==> src/rtl/booth_pkg.sv <==
// Shared types and defaults for the Booth multiplier operand sequencer.
package booth_pkg;

    localparam int DEFAULT_DATA_W = 16;
    localparam int TIMEOUT_CYCLES = 48;

    typedef enum logic [2:0] {
        IDLE,
        START,
        LOADQ,
        LOADM,
        WAIT,
        CLEAR
    } state_t;

endpackage

==> src/rtl/operand_fifo.sv <==
// Synchronous FIFO holding {m,q} operand pairs; occupancy is tracked by an explicit counter.
module operand_fifo #(
    parameter int W     = 32,
    parameter int DEPTH = 2
) (
    input  logic                     clk,
    input  logic                     rst,
    input  logic                     i_push,
    input  logic                     i_pop,
    input  logic [W-1:0]             i_wdata,
    output logic [W-1:0]             o_rdata,
    output logic                     o_full,
    output logic                     o_empty,
    output logic [$clog2(DEPTH):0]   o_count
);

    localparam int AW = $clog2(DEPTH);
    localparam logic [AW-1:0] PTR_ONE  = AW'(1);
    localparam logic [AW:0]   CNT_ONE  = (AW+1)'(1);
    localparam logic [AW:0]   FULL_CNT = (AW+1)'(DEPTH);

    logic [W-1:0]  r_mem [DEPTH];
    logic [AW-1:0] r_wptr;
    logic [AW-1:0] r_rptr;
    logic [AW:0]   r_count;
    logic          w_push;
    logic          w_pop;

    assign o_full  = (r_count == FULL_CNT);
    assign o_empty = (r_count == '0);
    assign o_count = r_count;
    assign o_rdata = r_mem[r_rptr];

    // Full/empty guards make a push-while-full or pop-while-empty a no-op.
    assign w_push = i_push && !o_full;
    assign w_pop  = i_pop && !o_empty;

    // NOTE: storage has no reset; an entry is only read after it was written, and leaving it out keeps the array in plain RAM cells.
    always_ff @(posedge clk) begin
        if (w_push) begin
            r_mem[r_wptr] <= i_wdata;
        end
    end

    // NOTE: non-blocking assignments so every register samples pre-edge values regardless of statement order.
    always_ff @(posedge clk or posedge rst) begin
        if (rst) begin
            r_wptr  <= '0;
            r_rptr  <= '0;
            r_count <= '0;
        end else begin
            if (w_push) begin
                r_wptr <= r_wptr + PTR_ONE;
            end
            if (w_pop) begin
                r_rptr <= r_rptr + PTR_ONE;
            end
            case ({w_push, w_pop})
                2'b10:   r_count <= r_count + CNT_ONE;
                2'b01:   r_count <= r_count - CNT_ONE;
                default: r_count <= r_count;
            endcase
        end
    end

endmodule

==> src/rtl/booth_operand_sequencer.sv <==
// Feeds buffered operand pairs to the Booth core: start pulse, Q then M on data_in, waits for done or a watchdog, then clears.
module booth_operand_sequencer
    import booth_pkg::*;
#(
    parameter int DATA_W     = DEFAULT_DATA_W,
    parameter int FIFO_DEPTH = 2,
    parameter int TIMEOUT    = TIMEOUT_CYCLES
) (
    input  logic                          clk,
    input  logic                          rst,
    input  logic                          op_valid,
    output logic                          op_ready,
    input  logic [DATA_W-1:0]             op_m,
    input  logic [DATA_W-1:0]             op_q,
    output logic                          mul_start,
    output logic [DATA_W-1:0]             mul_data,
    output logic                          mul_clr,
    input  logic                          mul_done,
    output logic                          busy,
    output logic                          err_timeout,
    output logic [$clog2(FIFO_DEPTH):0]   fifo_cnt
);

    localparam int WD_W = $clog2(TIMEOUT);
    localparam logic [WD_W-1:0] WD_LAST = WD_W'(TIMEOUT - 1);
    localparam logic [WD_W-1:0] WD_ONE  = WD_W'(1);

    state_t              r_state;
    state_t              w_next_state;
    logic [DATA_W-1:0]   r_hold_m;
    logic [DATA_W-1:0]   r_hold_q;
    logic [WD_W-1:0]     r_wd;
    logic                r_err_timeout;
    logic                w_pop;
    logic                w_timeout;
    logic                w_full;
    logic                w_empty;
    logic [2*DATA_W-1:0] w_rdata;

    assign op_ready = !w_full && !rst;

    operand_fifo #(
        .W     (2 * DATA_W),
        .DEPTH (FIFO_DEPTH)
    ) u_fifo (
        .clk     (clk),
        .rst     (rst),
        .i_push  (op_valid && op_ready),
        .i_pop   (w_pop),
        .i_wdata ({op_m, op_q}),
        .o_rdata (w_rdata),
        .o_full  (w_full),
        .o_empty (w_empty),
        .o_count (fifo_cnt)
    );

    // NOTE: every signal gets a default before the case so no path leaves it unassigned and infers a latch.
    always_comb begin
        w_next_state = r_state;
        w_pop        = 1'b0;
        w_timeout    = 1'b0;
        case (r_state)
            IDLE: begin
                if (!w_empty) begin
                    w_next_state = START;
                    w_pop        = 1'b1;
                end
            end
            START: w_next_state = LOADQ;
            LOADQ: w_next_state = LOADM;
            LOADM: w_next_state = WAIT;
            WAIT: begin
                // A done arriving on the last watchdog cycle still counts as success.
                if (mul_done) begin
                    w_next_state = CLEAR;
                end else if (r_wd == WD_LAST) begin
                    w_timeout    = 1'b1;
                    w_next_state = CLEAR;
                end
            end
            CLEAR:   w_next_state = IDLE;
            default: w_next_state = IDLE;
        endcase
    end

    always_ff @(posedge clk or posedge rst) begin
        if (rst) begin
            r_state       <= IDLE;
            r_hold_m      <= '0;
            r_hold_q      <= '0;
            r_wd          <= '0;
            r_err_timeout <= 1'b0;
        end else begin
            r_state <= w_next_state;
            if (w_pop) begin
                r_hold_m <= w_rdata[2*DATA_W-1:DATA_W];
                r_hold_q <= w_rdata[DATA_W-1:0];
            end
            if (r_state == LOADM) begin
                r_wd <= '0;
            end else if (r_state == WAIT) begin
                r_wd <= r_wd + WD_ONE;
            end
            if (w_timeout) begin
                r_err_timeout <= 1'b1;
            end
        end
    end

    assign mul_start   = (r_state == START);
    assign mul_clr     = (r_state == CLEAR);
    assign busy        = (r_state != IDLE);
    assign err_timeout = r_err_timeout;

    always_comb begin
        case (r_state)
            LOADQ:   mul_data = r_hold_q;
            LOADM:   mul_data = r_hold_m;
            default: mul_data = '0;
        endcase
    end

endmodule
==> config.mk <==
export PLATFORM = sky130hd
export DESIGN_NAME = booth_operand_sequencer
export DESIGN_NICKNAME = d
export VERILOG_FILES = /design/src/rtl/booth_pkg.sv /design/src/rtl/operand_fifo.sv /design/src/rtl/booth_operand_sequencer.sv
export SDC_FILE = /design/constraint.sdc
export NUM_CORES = 1
export LEC_CHECK = 0
export BUFFER_PORTS_ARGS = -buffer_cell sky130_fd_sc_hd__clkbuf_2
export CORE_MARGIN = 1.5
export CORE_UTILIZATION = 25
export CTS_CLUSTER_DIAMETER = 40
export DETAILED_ROUTE_END_ITERATION = 7
export PLACE_DENSITY = 0.5
export SLEW_MARGIN = 10
export SYNTH_ARGS = -nofsm -noshare
export SYNTH_HDL_FRONTEND = slang
export SYNTH_HIERARCHICAL = 1
export SYNTH_SLANG_ARGS = --single-unit
==> constraint.sdc <==
create_clock -name clk -period 2.6 [get_ports clk]
set_input_delay 0.26 -clock clk [delete_from_list [all_inputs] [get_ports clk]]
set_output_delay 0.26 -clock clk [all_outputs]
set_load 0.01 [all_outputs]
## Word-level counts from Yosys, hierarchy flattened

Memories as Yosys holds them, arrays and structs flattened. A register that Yosys moved wholly into a read port is not among the register bits.
Cells that the tools add are included.

- Multiplexer cells: 15
- Reduce and logical (&&, ||, !) cells: 13
- Add/sub/neg operators: 5
- Equality and inequality tests: 11

Operator list:

| operator | count |
|---|---|
| $pmux W16 S2 | 1 |
| $pmux W3 S5 | 1 |
| $mux W6 | 2 |
| $mux W3 | 3 |
| $mux W1 | 7 |
| $add A6 B1 Y6 const B | 1 |
| $eq A3 B2 Y1 const B | 2 |
| $eq A3 B3 Y1 const B | 2 |
| $eq A6 B6 Y1 const B | 1 |
| $eq A2 B2 Y1 const B | 2 |
| $logic_and A1 B1 Y1 | 4 |
| $pmux W2 S2 | 1 |
| $reduce_bool A2 Y1 | 2 |
| $eq A3 B1 Y1 const B | 1 |
| $logic_not A1 Y1 | 3 |
| $logic_not A3 Y1 | 1 |
| $ne A3 B3 Y1 const B | 1 |
| $reduce_bool A3 Y1 | 1 |
| $add A1 B1 Y1 const B | 2 |
| $add A2 B1 Y2 const B | 1 |
| $eq A2 B1 Y1 const B | 1 |
| $logic_not A2 Y1 | 1 |
| $ne A2 B2 Y1 const B | 1 |
| $reduce_and A2 Y1 | 1 |
| $sub A2 B1 Y2 const B | 1 |

- Word-level logic and storage cells: 51
- Bits of input ports: 36
- Flip-flop bits (word level): 14
- Memories kept: 1
- Memory bits (writable): 64

Memory list:

| memory | depth | width | read ports | clocked after Yosys merged registers in | wr ports | RTL line | text |
|---|---|---|---|---|---|---|---|
| u_fifo.r_mem | 2 | 32 | 1 | 1 | 1 | operand_fifo.sv:22 | `logic [W-1:0] r_mem [DEPTH];` |

## Depth between registers and ports, before layout

Gate-level depths: netlist (run 1).

- Depth in word-level cells: 7
- Gate-level depth with buffers: 9
- Gate-level depth less buffers: 9

## Cells and area by module

The synthesis (run 1) kept the hierarchy.

Modules (own cells, without submodules):

| module | sequential area each (um^2) | instances | cells each | area an instance (um^2) |
|---|---|---|---|---|
| operand_fifo | 2021.9 | 1 | 119 | 2662.6 |
| booth_operand_sequencer | 1051.0 | 1 | 141 | 2064.5 |

## Worst setup path before layout (run 1)

Ideal clock, no wire load.

- Path kind: reg2reg
- From: register u_fifo.r_count[0], in the netlist u_fifo/o_count[0]
- To: memory u_fifo.r_mem[0][0] (enable)
- Period minus slack after synthesis: 2.869 ns
- Buffers on the path: 0
- Stages on the path, launching flop included: 7
- Library setup time: 0.421 ns
- Slack: -0.269 ns
- Data arrival time: 2.448 ns
- Path through: dfrtp_1 -> nand2b_1 -> inv_1 -> nor2_1 -> and2_1 -> nand2_1 -> nor2_1

- Cells in the longest elaborated chain, start to end: 7

RTL lines:

| what | RTL line | text |
|---|---|---|
| start: declaration | operand_fifo.sv:25 | `logic [AW:0] r_count;` |
| start signal: assignment | operand_fifo.sv:59 | `2'b10: r_count <= r_count + CNT_ONE;` |
| start signal: assignment | operand_fifo.sv:60 | `2'b01: r_count <= r_count - CNT_ONE;` |
| start signal: assignment | operand_fifo.sv:61 | `default: r_count <= r_count;` |
| $eq A2 B2 Y1 | operand_fifo.sv:29 | `assign o_full = (r_count == FULL_CNT);` |
| via w_full | booth_operand_sequencer.sv:36 | `logic w_full;` |
| $logic_not A1 Y1 | booth_operand_sequencer.sv:40 | `assign op_ready = !w_full && !rst;` |
| $logic_and A1 B1 Y1 | booth_operand_sequencer.sv:40 |  |
| via op_ready | booth_operand_sequencer.sv:12 | `output logic op_ready,` |
| $logic_and A1 B1 Y1 | booth_operand_sequencer.sv:48 | `.i_push (op_valid && op_ready),` |
| $logic_and A1 B1 Y1 | operand_fifo.sv:35 | `assign w_push = i_push && !o_full;` |
| $mux W1 | operand_fifo.sv:40 | `if (w_push) begin` |
| $mux W1 (implied by the code) | operand_fifo.sv:41 | `r_mem[r_wptr] <= i_wdata;` |
| end: declaration | operand_fifo.sv:22 |  |

The timed path passes the listed nets, and every way through them passes these cells.

## Worst setup path after layout (run 1)

- From: register r_state[2]
- To: output mul_data[15]

- Cells in the longest elaborated chain, start to end: 2
- Elaborated cells on any way between the ends: 3
- Those cells by class: 2 x eq/ne; 1 x mux

RTL lines:

| what | RTL line | text |
|---|---|---|
| start: declaration | booth_operand_sequencer.sv:28 | `state_t r_state;` |
| start signal: assignment | booth_operand_sequencer.sv:94 | `r_state <= w_next_state;` |
| $eq A3 B2 Y1 | booth_operand_sequencer.sv:116 | `case (r_state)` |
| $pmux W16 S2 * | booth_operand_sequencer.sv:116 |  |
| end: declaration | booth_operand_sequencer.sv:16 | `output logic [DATA_W-1:0] mul_data,` |

Every way passes the cells marked *; elsewhere a longest branch is shown, timed or not.

==> results of run 1 <==
==> power groups by stage <==
stage                     registers [mW]  logic, mW  clock network, mW
after floorplan                     2.55       2.10                  0
after global placement              2.69       2.33                  0
after detailed placement            2.71       2.35                  0
after CTS                           2.67       2.36               1.35
after global routing                2.73       2.48               1.41
final                               2.67       2.29               1.29
==> sequential cells by signal, summed over array words and instances (netlist names) <==
signal	cells
u_fifo/r_rptr	1
u_fifo/r_wptr	1
r_wd	6
u_fifo/r_mem	64
u_fifo/o_count	2
r_hold_q	16
r_state	3
err_timeout	1
r_hold_m	16
==> final timing paths <==
kind,endpoint,from,cells after the start
worst max-delay path,mul_data[15],r_state[2],3
max in group asynchronous,r_hold_q[0],rst,3
min in group asynchronous,u_fifo/r_wptr,rst,3
worst max register to register,u_fifo/r_mem[1][17],u_fifo/o_count[0],6
worst min-delay path,u_fifo/r_mem[1][24],op_m[8],1
worst min register to register,err_timeout,err_timeout,1
==> area by class of cell <==
type	instances	area [µm²]
inverter	6	22.5
clock buffer	9	225
timing repair buffer	64	375
tap	234	293
clock inverter	7	56.3
sequential	110	3070
fill	1858	13100
multi-input combinational	130	1460
==> cells by family (layout without fill, tap and decap cells) <==
kind of cell / Yosys count / in the layout / share of synthesized area (%)
compound gates: 24 / 24 / 4.16
mux: 68 / 68 / 20.8
simple gates: 31 / 31 / 4.37
buf+inv: 20 / 86 / 4.21
fa+ha+maj: 2 / 2 / 0.529
xor+xnor: 5 / 5 / 0.927
flops: 110 / 110 / 65.0
==> repair_timing <==
item                                   in CTS  in global routing
endpoints found under the hold margin       4                  0
buffers inserted                            0                  0
gates resized for setup                     0                  0
hold buffers                                1                  0
==> cell usage after synthesis <==
cell type	count	share of area (%)
and2_1	1	0.13
nor3b_2	1	0.26
buf_2	3	0.32
nand3_1	2	0.21
nor2_8	1	0.42
nand4_1	2	0.26
clkbuf_1	2	0.16
ha_1	2	0.53
and4b_1	1	0.21
inv_1	6	0.48
or3b_1	1	0.19
nor3b_1	2	0.32
nand2b_1	1	0.13
edfxtp_1	64	41
mux2_2	6	1.4
or3_4	1	0.24
xnor2_1	3	0.56
xor2_1	2	0.37
o41ai_1	1	0.19
and3_1	1	0.13
or2_2	1	0.13
o311ai_1	1	0.19
mux2i_1	3	0.64
and3b_2	2	0.42
o31ai_1	1	0.16
nor2_1	4	0.32
a21oi_1	1	0.11
o21ai_0	2	0.21
a41o_1	1	0.21
nand2_1	8	0.64
nand3b_1	1	0.16
a31oi_1	1	0.13
dfrtp_1	46	24
buf_12	6	2.5
buf_6	3	0.71
mux2_4	59	19
nor2b_2	1	0.19
a22o_1	16	3.0
==> critical path, cell delays in order (launching register included) <==
cell and delay [ns]:
dfrtp_1 0.48, and3b_2 0.57, a22o_1 0.26, clkbuf_2 0.15
==> layer usage <==
| layer | vias up | track usage (%) | part of all wire, % |
|---|---|---|---|
| li1 | 1095 | - | - |
| met1 | 1130 | 11.1 | 45 |
| met5 | - | 0 | 0 |
| met2 | 44 | 14.8 | 50 |
| met4 | 0 | 2.30 | 1.0 |
| met3 | 8 | 3.56 | 4.1 |
==> per-stage QoR <==
stage / setup slack (ns) / utilization [%] / area (µm²) / instances
CTS: 0.467 / 29.6 / 5510 / 560
detailed placement: 0.639 / 28.0 / 5220 / 543
global route: 0.420 / 29.6 / 5510 / 560
global placement: 0.697 / 28.0 / 5220 / 543
finish: 0.526 / 29.6 / 5510 / 560
floorplan: 0.256 / - / 4730 / 260
==> run summary, run 1 <==
cts bufs inserted - 9
synthesized area - 4730 µm²
Leakage - 2.29 nW
IO buf count - 58
routed vias/inst - 4.07
sw power - 1.90 mW
critical path class - reg2out
max_slew headroom - 37.0%
nets@finish - 359
critical path fanouts, max - 17
num rows - 50
Clk pwr share - 20.7%
CP required - 2.34 ns
CP arrival - 1.81 ns
Ys Warns - 6
Synth Instances - 260
Final Hold Fails - 0
power per cell area - 1130 nW/µm²
maxcap violations - 0
Routed Antenna Nets - 0
die area - 19700 µm²
GPL Wtd Cong - 0.709
number of setup violations in the final report - 0
post-synthesis average cell area - 18.2 µm²
largest net degree at the start of global routing - 43
status - complete, no violations
via count - 2277
number of synthesized register bits - 110
commonest non-fill, non-tap cells in the layout - 64 x edfxtp_1, 59 x mux2_4, 58 x clkbuf_2
Die H - 141 µm
post-route total power - 6.25 mW
HPWL Detailed - 5.68 mm
Slew @ Worst Pin - 0.943 ns
CTS tree - built
DRC viols - 0
clk_skew - 0.00684 ns
RSZ-0062 raised after global routing - false
Synth cell types - 38
internal power - 4.35 mW
first-pass GRT wire length - 13.2 mm
worst skew pair latency - 0.35 ns
setup slack, reg-to-reg - 0.67 ns
CP startpoint kind - register
post-synthesis sequential area ratio - 65.0%
core area - 18600 µm²
layout cells sized above 1 - 47.2%
initial antenna violation count - 0
Net Sw Frac - 30.4%
initial core utilization - 25.4%
maximum vdd ir drop - 0.000394 V
Die W - 141 µm
min Tclk post-route - 2.07 ns
period utilisation layout - 79.8%
routed wire length - 8.51 mm
Num Clock Sinks - 110
crit path capture type - output pin
syn_nets - 298
IO Count - 59
drt first-iter violations - 87
fmax - 0.482 GHz
number of global-route vias before repair - 2305
Hold Path Class - in2reg
Fin Hold WS - 0.0984 ns
most common cell after layout, fill and taps aside - edfxtp_1
Reg clk slew, reported paths - 0.07 ns
Root Buffer - clkbuf_16
Pre-Repair DR Iteration Count - 6
Slew Limit Fails - 0
GRT Total Usage - 9.01%
Reg power frac - 42.7%
DR WL/cell - 15.2 µm
Max clock buf depth - 2
combinational group share of total power - 36.7%
Fin Setup TNS - 0 ns
GR Overflow Total - 0
Syn-to-layout area delta - 16.6%
ANT cells - 0
H-tree depth - 3
(Power assumes the default switching activity.)
==> run 2: changes to the inputs <==
==> constraint.sdc (replaced) <==
create_clock -name clk -period 1.85 [get_ports clk]
set_input_delay 0.185 -clock clk [delete_from_list [all_inputs] [get_ports clk]]
set_output_delay 0.185 -clock clk [all_outputs]
set_load 0.01 [all_outputs]
==> run summary, run 2 (synthesized netlist as in run 1, its figures left out) <==
Reg power frac - 39.7% (-3.0 points)
Cell Chain, Critical Path - buf_6 > and3b_4 > buf_4 > a22o_1 > clkbuf_2
Slowest-stage cell, CP - dfrtp_1
Die H - 141 µm (unchanged)
clk_skew - 0.00622 ns (-0.000619 ns)
sw power - 2.81 mW (+48%)
DP Area - 5310 µm² (+1.8%)
DRC viols - 0 (unchanged)
Clk pwr share - 20.7% (about the same)
number of setup violations in the final report - 0 (unchanged)
routed wire length - 8.66 mm (+1.8%)
H-tree depth - 3 (unchanged)
GPL Wtd Cong - 0.677 (-4.5%)
initial core utilization - 25.4% (unchanged)
Reg clk slew, reported paths - 0.07 ns (about the same)
Final Hold Fails - 0 (unchanged)
critical path fanouts, max - 10 (-7)
period utilisation layout - 99.2%
critical path class - reg2out
HPWL Detailed - 5.81 mm (+2.3%)
die area - 19700 µm² (unchanged)
Slew Limit Fails - 0 (unchanged)
max reg flops - 64 (unchanged)
GRT Total Usage - 9.49% (+0.48 points)
number of global-route vias before repair - 2522 (+9.4%)
post-layout util - 30.8% (+1.2 points)
CP required - 1.66 ns (-0.68 ns)
via count - 2354 (+3.4%)
CTS tree - built
core area - 18600 µm² (unchanged)
Hold Path Class - in2reg
Pre-Repair DR Iteration Count - 4 (-2)
Max clock buf depth - 2 (unchanged)
Slew @ Worst Pin - 0.393 ns (-0.550 ns)
first-pass GRT wire length - 14.0 mm (+5.6%)
min Tclk post-route - 1.84 ns
max_slew headroom - 73.8% (+37 points)
crit path capture type - output pin
IO Count - 59 (unchanged)
commonest non-fill, non-tap cells in the layout - 64 x edfxtp_1, 59 x mux2_4, 49 x clkbuf_2
largest net degree at the start of global routing - 34 (-21%)
cts bufs inserted - 9 (unchanged)
layout cells sized above 1 - 50.9% (+3.6 points)
combinational group share of total power - 39.6% (+2.9 points)
Routed Antenna Nets - 0 (unchanged)
Max stage delay on crit path - 0.39 ns (-0.18 ns)
Net Sw Frac - 30.5% (+0.085 points)
maxcap violations - 0 (unchanged)
power per cell area - 1610 nW/µm² (+41%)
GR Overflow Total - 0 (unchanged)
routed vias/inst - 4.10 (+0.86%)
Root Buffer - clkbuf_16
fmax - 0.545 GHz
filler cell count - 1867 (+0.48%)
Largest regs - u_fifo/r_mem x64, r_hold_m x16, r_hold_q x16
Syn-to-layout area delta - 21.4%
ANT cells - 0 (unchanged)
Design Area, Final - 5740 µm² (+4.1%)
drt first-iter violations - 100 (+15%)
Reg with most FFs - u_fifo/r_mem
initial antenna violation count - 0 (unchanged)
internal power - 6.40 mW (+47%)
RSZ-0062 raised after global routing - true
Num Clock Sinks - 110 (unchanged)
Leakage - 2.40 nW (+4.8%)
Hold Crit Depth - 1 (unchanged)
maximum vdd ir drop - 0.000667 V (+69%)
FF-to-FF path depth - 7 (+1)
CP arrival - 1.65 ns (-0.16 ns)
most common cell after layout, fill and taps aside - edfxtp_1
worst skew pair latency - 0.35 ns (about the same)
num rows - 50 (unchanged)
nets@finish - 373 (+3.9%)
CP startpoint kind - register
DR WL/cell - 15.1 µm (-0.66%)
Die W - 141 µm (unchanged)
IO buf count - 58 (unchanged)
status - complete, no violations
run 2: critical path, delay by kind of cell, from the launching register on:
family | cells | cell delay, ns
buf+inv | 3 | 0.43
compound gates | 1 | 0.17
flops | 1 | 0.39
simple gates | 1 | 0.31
run 2: power by group through the flow:
| stage | Sequential (mW) | Clock, mW | Combinational [mW] |
|---|---|---|---|
| 2_1_floorplan | 3.58 | 0 | 3.00 |
| 3_3_place_gp | 3.66 | 0 | 3.56 |
| 3_5_place_dp | 3.68 | 0 | 3.59 |
| 4_1_cts | 3.65 | 1.98 | 3.68 |
| 5_1_grt | 3.73 | 2.07 | 3.93 |
| 6_report | 3.66 | 1.90 | 3.64 |
run 2: layout make-up:
type	instances	area, µm²	area share (%)
Sequential cell	110	3080	53.6
Inverter	6	22.5	0.393
Clock buffer	10	239	4.17
Multi-Input combinational cell	130	1520	26.5
Timing Repair Buffer	78	527	9.18
Tap cell	234	293	5.10
Clock inverter	6	61.3	1.07
run 2: timing repair:
item                                   in CTS  in global routing
endpoints found under the hold margin      18                  8
pin swaps                                   4                  0
hold buffers                                1                  4
gates resized for setup                     4                 13
setup endpoints to repair                  16                 29
buffers inserted                            2                  1
run 2: final timing paths:
check                                  from                  end  slack, ns
worst max-delay path             r_state[2]          mul_data[8]       0.01
worst min-delay path               op_m[11]  u_fifo/r_mem[1][27]       0.02
worst max register to register   r_state[0]    u_fifo/o_count[1]       0.13
worst min register to register  err_timeout          err_timeout       0.48
max in group asynchronous               rst          err_timeout       0.78
min in group asynchronous               rst    u_fifo/o_count[0]       0.31
run 2: layer usage:
layer,vias up,GRT usage [%],routed length (µm)
li1,1125,-,-
met1,1179,11.7,3940
met2,40,15.2,4190
met3,10,3.25,390
met4,0,4.11,144
met5,-,0,0
run 2: stage by stage:
stage | std cells | setup WS, ns | power [mW] | hold WS, ns | TNS (ns)
floorplan | 260 | -0.150 | 6.59 | -0.0490 | -4.38
global placement | 550 | 0.147 | 7.22 | 0.113 | 0
detailed placement | 550 | 0.109 | 7.27 | 0.127 | 0
CTS | 569 | -0.0272 | 9.30 | 0.000953 | -0.0776
global route | 574 | -0.0735 | 9.74 | 0.000269 | -0.551
finish | 574 | 0.0145 | 9.21 | 0.0188 | 0
==> run 3: changes to the inputs <==
==> constraint.sdc (replaced) <==
create_clock -name clk -period 1.85 [get_ports clk]
set_input_delay 0.4625 -clock clk [delete_from_list [all_inputs] [get_ports clk]]
set_output_delay 0.4625 -clock clk [all_outputs]
set_load 0.01 [all_outputs]
==> run summary, run 3 (synthesized netlist as in run 1, its figures left out) <==
Root Buffer - clkbuf_16
Max clock buf depth - 2 (unchanged)
Die H - 141 µm (unchanged)
max reg flops - 64 (unchanged)
Pre-Repair DR Iteration Count - 5 (+1)
CP required - 1.39 ns (-0.27 ns)
via count - 2378 (+1.0%)
CP startpoint kind - register
initial antenna violation count - 0 (unchanged)
Slew Limit Fails - 0 (unchanged)
Design Area, Final - 5850 µm² (+1.9%)
Leakage - 2.44 nW (+1.6%)
initial core utilization - 25.4% (unchanged)
Slowest-stage cell, CP - dfrtp_1
Largest regs - u_fifo/r_mem x64, r_hold_m x16, r_hold_q x16
maximum vdd ir drop - 0.000625 V (-6.3%)
ANT cells - 0 (unchanged)
RSZ-0062 raised after global routing - true
crit-path leading delay family - flip-flops
CP arrival - 1.59 ns (-0.06 ns)
Reg with most FFs - u_fifo/r_mem
drt first-iter violations - 74 (-26%)
die area - 19700 µm² (unchanged)
# hold bufs at CTS - 0 (-1)
number of global-route vias before repair - 2584 (+2.5%)
power per cell area - 1640 nW/µm² (+2.3%)
routed wire length - 8.86 mm (+2.3%)
cts bufs inserted - 9 (unchanged)
DP Area - 5390 µm² (+1.4%)
Slew @ Worst Pin - 0.252 ns (-0.141 ns)
Cell Chain, Critical Path - and3b_4 > buf_12 > a22o_1 > clkbuf_2
DRC viols - 0 (unchanged)
fmax - 0.486 GHz (-11%)
worst skew pair latency - 0.34 ns (about the same)
Hold Path Class - in2async
commonest non-fill, non-tap cells in the layout - 64 x edfxtp_1, 59 x mux2_4, 42 x dfrtp_1
GPL Wtd Cong - 0.699 (+3.2%)
Reg clk slew, reported paths - 0.07 ns (about the same)
IO buf count - 58 (unchanged)
clk_skew - 0.00743 ns (+0.00121 ns)
Die W - 141 µm (unchanged)
period utilisation layout - 111% (+12 points)
first-pass GRT wire length - 14.0 mm (+0.25%)
buffer and inverter count on the worst path - 2 (-1)
largest net degree at the start of global routing - 43 (+26%)
Final Hold Fails - 0 (unchanged)
Syn-to-layout area delta - 23.7%
critical path fanouts, max - 4 (-6)
CTS tree - built
number of setup violations in the final report - 16 (+16)
filler cell count - 1837 (-1.6%)
violated checks - negative setup slack
min Tclk post-route - 2.06 ns (+0.221 ns)
HPWL Detailed - 5.94 mm (+2.1%)
Routed Antenna Nets - 0 (unchanged)
Fin Setup TNS - -2.82 ns (-2.82 ns)
routed vias/inst - 4.14 (+0.84%)
crit path capture type - output pin
Num Clock Sinks - 110 (unchanged)
worst setup margin - -0.207 ns (-0.221 ns)
IO Count - 59 (unchanged)
Placed Cells - 555 (+0.91%)
post-layout util - 31.4% (+0.58 points)
most common cell after layout, fill and taps aside - edfxtp_1
status - finished with violations
max_slew headroom - 83.0% (+9.1 points)
critical path class - reg2out
num rows - 50 (unchanged)
Max stage delay on crit path - 0.43 ns (+0.04 ns)
nets@finish - 374 (+0.27%)
post-route total power - 9.60 mW (+4.3%)
Layout Cells excl Fill - 575 (+0.17%)
maxcap violations - 0 (unchanged)
GRT Total Usage - 9.52% (+0.033 points)
core area - 18600 µm² (unchanged)
H-tree depth - 3 (unchanged)
GR Overflow Total - 0 (unchanged)
layout cells sized above 1 - 52.8% (+1.9 points)
DR WL/cell - 15.4 µm (+2.1%)
-- run 3: where the power goes --
group / switching [mW] / total (mW) / internal (mW)
clock: 0.887 / 2.09 / 1.21
sequential: 0.364 / 3.66 / 3.29
combinational: 1.57 / 3.85 / 2.28
total: 2.82 / 9.60 / 6.78
-- run 3: worst reg2reg max path, delay by kind of cell, from the launching register on --
family,cells,cell delay (ns)
XOR/XNOR,1,0.16
AND/OR/NAND/NOR,4,0.87
adder cells (fa/ha/maj),1,0.23
flip-flops,1,0.45
-- run 3: cell type report --
class,count,area (µm²),share of cell area [%]
Tap cell,234,293,5.01
Clock buffer,9,225,3.85
Inverter,6,22.5,0.385
Timing Repair Buffer,79,594,10.2
Sequential cell,110,3080,52.7
Multi-Input combinational cell,130,1530,26.1
Clock inverter,7,105,1.80
-- run 3: worst paths after layout --
path / start / end / slack [ns] / cells after the start
worst min-delay path: rst / u_fifo/r_rptr / 0.02 / 2
min in group clk: op_m[9] / u_fifo/r_mem[0][25] / 0.30 / 1
worst max-delay path: r_state[2] / mul_data[6] / -0.21 / 4
max in group asynchronous: rst / r_state[1] / 1.45 / 3
worst min register to register: err_timeout / err_timeout / 0.47 / 1
worst max register to register: r_state[0] / u_fifo/o_count[1] / 0.07 / 6
-- run 3: per-stage QoR --
step / setup WS [ns] / hold WS [ns]
floorplan: -0.150 / 0.229
global placement: 0.0683 / 0.403
detailed placement: 0.0120 / 0.400
CTS: -0.223 / 0.0214
global route: -0.268 / 0.0288
finish: -0.207 / 0.0247
-- run 3: layer usage --
metal  track usage (%)  wire length, µm
met1              11.4             4020
met2              15.6             4230
met3              3.66              487
met4              3.62              121
met5                 0                0
-- run 3: what timing repair did --
action                                  CTS  global route
gates resized for setup                   9            26
pin swaps                                16             8
setup buffers                             3             1
endpoints found under the hold margin     0             0
endpoints found under the setup margin   17            19
